File: src/rtl/instr_mem_pkg.sv
// Shared types and constants for the instruction-memory write side.
package instr_mem_pkg;

    localparam logic [31:0] IMEM_BASE     = 32'hBFC00000;
    localparam int          IMEM_A_LENGTH = 12;

    typedef enum logic [1:0] {
        IDLE   = 2'd0,
        LOAD   = 2'd1,
        CHECK  = 2'd2,
        FINISH = 2'd3
    } loader_state_t;

endpackage

File: src/rtl/byte_write_reg.sv
// Registered byte write port: one-cycle latency, address/data hold while idle.
module byte_write_reg #(
    parameter int AW = 12,
    parameter int DW = 8
) (
    input  logic          clk,
    input  logic          rst,
    input  logic          wr_en_i,
    input  logic [AW-1:0] wr_addr_i,
    input  logic [DW-1:0] wr_data_i,
    output logic          we_o,
    output logic [AW-1:0] wa_o,
    output logic [DW-1:0] wd_o
);

    always_ff @(posedge clk) begin
        if (rst) begin
            we_o <= 1'b0;
            wa_o <= '0;
            wd_o <= '0;
        end else begin
            we_o <= wr_en_i;
            if (wr_en_i) begin
                wa_o <= wr_addr_i;
                wd_o <= wr_data_i;
            end
        end
    end

endmodule

File: src/rtl/instr_mem_loader.sv
// Byte-serial program loader feeding the instruction memory write port.
// Optional trailer checksum byte and csum_err output when LOADER_CHECKSUM_EN is defined.
//
// state  | meaning
// IDLE   | waiting for start
// LOAD   | accepting data bytes, each written one cycle later
// CHECK  | accepting the single checksum trailer (checksum build only)
// FINISH | one-cycle done pulse, then back to IDLE
module instr_mem_loader
    import instr_mem_pkg::*;
#(
    parameter int A_length = IMEM_A_LENGTH,
    parameter int D_length = 8
) (
    input  logic                clk,
    input  logic                rst,
    input  logic                start,
    input  logic [A_length-1:0] base_addr,
    input  logic [A_length:0]   len,
    input  logic                in_valid,
    input  logic [D_length-1:0] in_data,
    output logic                in_ready,
    output logic                WE,
    output logic [A_length-1:0] WA,
    output logic [D_length-1:0] WD,
    output logic                busy,
`ifdef LOADER_CHECKSUM_EN
    output logic                csum_err,
`endif
    output logic                done
);

    localparam logic [A_length:0]   LEN_MAX  = {1'b1, {A_length{1'b0}}};
    localparam logic [A_length:0]   REM_ONE  = {{A_length{1'b0}}, 1'b1};
    localparam logic [A_length-1:0] ADDR_ONE = {{(A_length-1){1'b0}}, 1'b1};

`ifdef LOADER_CHECKSUM_EN
    localparam loader_state_t AFTER_DATA = CHECK;
`else
    localparam loader_state_t AFTER_DATA = FINISH;
`endif

    loader_state_t       state_q, state_d;
    logic [A_length-1:0] addr_q, addr_d;
    logic [A_length:0]   rem_q, rem_d;
    logic [A_length:0]   len_sat;
    logic                wr_en;

`ifdef LOADER_CHECKSUM_EN
    logic [7:0] sum_q, sum_d;
    logic       err_q, err_d;
    assign csum_err = err_q;
`endif

    assign len_sat = (len > LEN_MAX) ? LEN_MAX : len;
    assign busy    = (state_q != IDLE);
    assign done    = (state_q == FINISH);

    always_comb begin
        state_d  = state_q;
        addr_d   = addr_q;
        rem_d    = rem_q;
        wr_en    = 1'b0;
        in_ready = 1'b0;
`ifdef LOADER_CHECKSUM_EN
        sum_d    = sum_q;
        err_d    = err_q;
`endif
        case (state_q)
            IDLE: begin
                if (start) begin
                    addr_d  = base_addr;
                    rem_d   = len_sat;
                    state_d = (len_sat == '0) ? AFTER_DATA : LOAD;
`ifdef LOADER_CHECKSUM_EN
                    sum_d   = 8'd0;
                    err_d   = 1'b0;
`endif
                end
            end
            LOAD: begin
                in_ready = 1'b1;
                if (in_valid) begin
                    wr_en  = 1'b1;
                    addr_d = addr_q + ADDR_ONE;
                    rem_d  = rem_q - REM_ONE;
`ifdef LOADER_CHECKSUM_EN
                    sum_d  = sum_q + 8'(in_data);
`endif
                    if (rem_q == REM_ONE) state_d = AFTER_DATA;
                end
            end
`ifdef LOADER_CHECKSUM_EN
            CHECK: begin
                in_ready = 1'b1;
                if (in_valid) begin
                    // trailer is folded into the sum but never written
                    err_d   = ((sum_q + 8'(in_data)) != 8'd0);
                    state_d = FINISH;
                end
            end
`endif
            FINISH:  state_d = IDLE;
            default: state_d = IDLE;
        endcase
    end

    always_ff @(posedge clk) begin
        if (rst) begin
            state_q <= IDLE;
            addr_q  <= '0;
            rem_q   <= '0;
`ifdef LOADER_CHECKSUM_EN
            sum_q   <= 8'd0;
            err_q   <= 1'b0;
`endif
        end else begin
            state_q <= state_d;
            addr_q  <= addr_d;
            rem_q   <= rem_d;
`ifdef LOADER_CHECKSUM_EN
            sum_q   <= sum_d;
            err_q   <= err_d;
`endif
        end
    end

    byte_write_reg #(
        .AW(A_length),
        .DW(D_length)
    ) u_wr (
        .clk      (clk),
        .rst      (rst),
        .wr_en_i  (wr_en),
        .wr_addr_i(addr_q),
        .wr_data_i(in_data),
        .we_o     (WE),
        .wa_o     (WA),
        .wd_o     (WD)
    );

endmodule

File: config.mk
export PLATFORM = sky130hd
export DESIGN_NAME = instr_mem_loader
export DESIGN_NICKNAME = d
export VERILOG_FILES = /design/src/rtl/instr_mem_pkg.sv /design/src/rtl/byte_write_reg.sv /design/src/rtl/instr_mem_loader.sv
export SDC_FILE = /design/constraint.sdc
export NUM_CORES = 1
export LEC_CHECK = 0
export CORE_MARGIN = 2
export CORE_UTILIZATION = 27
export DETAILED_ROUTE_END_ITERATION = 10
export GPL_TIMING_DRIVEN = 0
export MAX_ROUTING_LAYER = met4
export PLACE_DENSITY = 0.59
export SYNTH_ARGS = -nofsm -noshare
export SYNTH_HDL_FRONTEND = slang
export SYNTH_HIERARCHICAL = 1
export SYNTH_SLANG_ARGS = --single-unit
File: constraint.sdc
create_clock -name clk -period 1.7 [get_ports clk]
set_input_delay 0.34 -clock clk [delete_from_list [all_inputs] [get_ports clk]]
set_output_delay 0.34 -clock clk [all_outputs]
set_load 0.02 [all_outputs]
==> Yosys cells after proc, flatten, opt, wreduce, memory -nomap -nowiden <==
Cells that the tools add are included.
{ "word_totals": {"n_memories": 0, "reg_bits": 48, "latch_bits": 0, "output_inout_bits": 24, "ram_bits": 0, "romBits": 0, "wordCells": 36} }
{ "classes": {"div": 0, "magnitude_cmp": 1, "shifts": 0, "muxes": 15, "reduce_logical": 6, "n_bitwise": 0, "n_eq_ne": 6, "n_mul": 0, "addsub": 2} }
{ "op_table": {"columns": ["cell", "count"], "rows": [
  ["$mux 13", 3],
  ["$pmux 13 s2", 1],
  ["$mux 12", 2],
  ["$pmux 12 s2", 1],
  ["$eq 13x1->1 const B", 1],
  ["$gt 13x13->1 const B", 1],
  ["$logic_not 13->1", 1],
  ["$sub 13x1->13 const B", 1],
  ["$add 12x1->12 const B", 1],
  ["$mux 2", 4],
  ["$ne 2x2->1 const B", 3],
  ["$reduce_and 3->1", 2],
  ["$pmux 2 s2", 1],
  ["$reduce_bool 2->1", 2],
  ["$mux 1", 3],
  ["$eq 2x1->1 const B", 1],
  ["$eq 2x2->1 const B", 1],
  ["$logic_not 2->1", 1]
]} }

==> Logic depth before layout (Yosys ltp) <==
Gate-level depths: netlist of run 1.
{ "depth": {"word_depth": 6, "depth_mapped": 7} }

==> Cells and area by module <==
Netlist of run 1, hierarchy kept.
{ "by_module_without_submodules": {"columns": ["mod", "instances", "seq_area_each_um2", "cells_per_inst", "area_each_um2"], "rows": [
  ["instr_mem_loader", 1, 540.5, 219, 1791.7],
  ["byte_write_reg", 1, 420.4, 67, 760.7]
]} }

==> Worst setup path after synthesis of run 1 <==
Ideal clock, no wire load.
{ "synth_path": {"kind": "reg-to-reg", "startpoint": "register addr_q[0]", "endpoint": "register addr_q[10]", "path_slack_ns": 0.198, "arrival_time_ns": 1.368, "required_ns": 1.566, "stages_incl_launch_ff": 6, "cell_sequence": "dfxtp_1 ha_1 nand4_1 or4_1 o21ai_0 a211oi_1"} }
{ "synth_via": {"elab_chain_cells": 3} }
{ "synth_lines": {"columns": ["item", "line", "text"], "rows": [
  ["start: declaration", "instr_mem_loader.sv:44", "logic [A_length-1:0] addr_q, addr_d;"],
  ["start signal: assignment", "instr_mem_loader.sv:119", "addr_q <= addr_d;"],
  ["$add 12x1->12", "instr_mem_loader.sv:85", "addr_d = addr_q + ADDR_ONE;"],
  ["$mux 12", "instr_mem_loader.sv:83", "if (in_valid) begin"],
  ["$pmux 12 s2", "instr_mem_loader.sv:69", "case (state_q)"]
]} }
Every way passes these cells. The select of a mux whose other input is x is not followed.
A chain may end at the register's enable or synchronous reset.

==> Worst setup path after layout of run 1 <==
{ "layout_path": {"startpoint": "input in_valid", "endpoint": "register rem_q[3]"} }
{ "layout_via": {"elab_chain_cells": 2} }
{ "layout_lines": {"columns": ["item", "line", "text"], "rows": [
  ["start: declaration", "instr_mem_loader.sv:20", "input logic in_valid,"],
  ["$ne 2x2->1 (no line)", null, null],
  ["$reduce_and 3->1 (no line)", null, null],
  ["end signal: assignment", "instr_mem_loader.sv:120", "rem_q <= rem_d;"],
  ["end: declaration", "instr_mem_loader.sv:45", "logic [A_length:0] rem_q, rem_d;"]
]} }
Every way passes these cells.

==> flow_summary.ini, run 1 <==
[run_status]
status = finished clean

[cells_and_area]
drive_gt1_share_pct = 16.9
area.growth.synth_to_final_pct = 39.4
nets = 405
fin_cells = 477
diodes = 0

[synthesis]
ys.flop_type = dfxtp_1
synthMuxAreaShare_pct = 8.63
synthesis.area_sq_um = 2550
synthTopCellsByArea = dfxtp_1 38%, mux2i_1 8.6%, nor2_1 4.7%, a21oi_1 3.7%, a211oi_1 2.6%
syn_nets = 326
ys_warn_count = 6
synth_top_cell_by_area = dfxtp_1
synthAdderAreaFrac_pct = 1.47
synth-edff-count = 0
synth_xor_xnor_area_share_pct = 0.343
netlist_instances = 286
ys_ff_latch = 48
synth.distinct_cells = 60
synth_most_common_cell = dfxtp_1
ys_async_sr_fraction_pct = 0
synth_top_family_by_area = simple AND/OR/NAND/NOR gates
synth_top_area_share_pct = 37.6
synth_common_cells = 48 x dfxtp_1, 32 x nor2_1, 22 x mux2i_1, 19 x a21oi_1, 17 x nand2_1
synth_seq_area_share_pct = 37.6
synth_compound_area_share_pct = 20.7
yosys.area_share.simple_pct = 24.4
synth_area_per_cell_sq_um = 8.92

[global_routing]
grt_max_degree = 16
grt_first_pass_wirelength_mm = 12.1
grtUsageTotal_pct = 15.5
grt_pass1_vias = 2351
antenna_found_initial = 0
overflow = 0

[detailed_routing]
drt_iter0_drc = 239
drt-total-wl_mm = 7.70
vias = 2503
first_pass_iters = 4
post-route-drc-count = 0
vias_per_cell = 5.25
routedWlPerCell_um = 16.1
ant_nets = 0

[clocking]
cts_root_buf = clkbuf_8
cts_tree = yes
clock_sinks = 48
ctsHoldBuffers = 0
cts.path.max_buffers = 2
htreeDepth = 2
cts_made_buffers = 5
clk_latency_ps = 300
clk_pin_slew_ps = 90

[sta]
rsz0062_at_grt = yes
worst_clock_skew_ps = 5.09
tightest_slew_ps = 615
maxSlewHeadroom_pct = 58.6
maxSlewViolCount = 0
layout_setup_ws_ps = 59.0
clock.fmax_mhz = 609
period_share_pct = 96.5
hold_viol = 0
setup_viol = 0
hold_slack_ps = 497
final.setup.tns_ps = 0
fin_crit_ps = 1640

[die]
start_util_pct = 27.8
dieHeight_um = 101
ios = 61
die_x_um = 101
core-area_sq_um = 9200
dieArea_sq_um = 10200
rows = 35

[placement]
place_inst = 456
pre_cts_slack_ps = -608
place.detailed.hpwl_mm = 5.46
port_buffers = 59
place_congestion = 0.899

[critical_path]
cp.required_ps = 1900
criticalPathCategory = primary input to flop
max_stage_delay_ps = 570
r2r_slack_ps = 80
cp_slowest_cell = clkdlybuf4s50_1
crit_start = in_valid
r2r_cells = 7
cp_cell_sequence = clkdlybuf4s50_1 > nand2_2 > a21oi_4 > buf_4 > a21oi_1 > a211o_2
r2r-start = rem_q[0]
cp_max_fo = 8
endpoint = rem_q[3]
critPathArrivalTime_ps = 1840
crit_path_end_kind = flop
cp-start-kind = primary input
regToRegEndpoint = rem_q[10]

[power_and_ir_drop]
peakVddDrop_mv = 0.424
finalPower_mw = 2.84
p_per_area_nw_per_um2 = 797
leakagePower_nw = 1.26

[min_path]
min_path_type = flop to flop
worstHoldStart = u_wr/wd_o[4]

[flow_run]
drv_cap = 0
==> cells in the final DEF (no fill, tap or decap), types with 4 or more instances in the layout <==
cell type / count
o32ai_1: 4
buf_6: 5
clkbuf_1: 6
a211oi_1: 9
mux2i_1: 22
nor4_1: 7
o21ai_0: 11
o22ai_1: 5
a21oi_1: 19
nor3b_1: 4
clkbuf_8: 6
o31ai_1: 4
nor2_1: 32
dfxtp_1: 44
nand3_1: 6
nor3_1: 6
clkdlybuf4s50_1: 55
nand2_1: 16
buf_4: 17
inv_1: 9
nand2b_1: 5
==> where the power goes <==
group	internal [mW]	total [mW]	switching (mW)	leakage, nW
combinational	0.394	0.786	0.393	0.826
clock	0.330	0.736	0.406	0.0434
sequential	1.21	1.31	0.107	0.395
==> through the flow <==
step	area, sq um	utilization (%)
3_3_place_gp	3280	35.7
6_report	3560	38.7
5_1_grt	3560	38.7
4_1_cts	3490	38.0
2_1_floorplan	2550	-
3_5_place_dp	3280	35.7
==> how the worst min path moves through the flow <==
stage / cells after the start / slack, ps / end
2_1_floorplan: 1 / 410 / u_wr/we_o
3_5_place_dp: 2 / 480 / u_wr/wd_o[4]
3_3_place_gp: 2 / 470 / u_wr/wd_o[4]
5_1_grt: 2 / 520 / u_wr/wd_o[5]
6_report: 2 / 500 / u_wr/wd_o[4]
4_1_cts: 1 / 510 / rem_q[9]
==> kinds of logic (layout without fill, tap and decap cells) <==
kind of cell    after synthesis  in the layout
simple gates                107            107
mux                          22             22
fa+ha+maj                     3              3
compound gates               76             76
flops                        48             48
buf+inv                      29            109
xor+xnor                      1              1
==> critical path: cells and delay by family <==
kind	cells	cell delay, ps
buffers and inverters	2	730
AOI/OAI and AO/OA	3	640
and+or+nand+nor	1	120
==> metal layers <==
metal  vias up  track usage (%)  share of wire [%]
li1       1227                -                  -
met5         -                -                  0
met2        86             24.4                 45
met1      1180             20.8                 48
met4         0             4.26                1.7
met3        10             2.21                5.4
==> flip-flops by register name, summed over array words and instances, names as in the netlist <==
signal / cells
addr_q: 12
rem_q: 13
state_q: 2
u_wr/we_o: 1
u_wr/wa_o: 12
u_wr/wd_o: 8
==> what timing repair did <==
item | 4_1_cts | 5_1_grt
setup buffers | 8 | 7
resized for setup | 33 | 16
pin swaps | 1 | 2
setup endpoints to repair | 23 | 19
==> layout make-up <==
cell class	count	area, sq um
fillers	951	5640
plain buffers	17	145
inverters	10	37.5
repair buffers	74	696
clock buffers	6	82.6
multi-input cells	209	1470
clock inverters	2	15.0
flip-flops and latches	48	973
well taps	111	139
Note: power is estimated with default switching activity, not from simulation.
==> inputs of run 2 (changes only) <==
CTS_BUF_LIST = sky130_fd_sc_hd__clkbuf_4 sky130_fd_sc_hd__clkbuf_8 sky130_fd_sc_hd__clkbuf_16   (was unset)
==> results of run 2 <==
Final layout, timing and power as in run 1 (identical DEF).
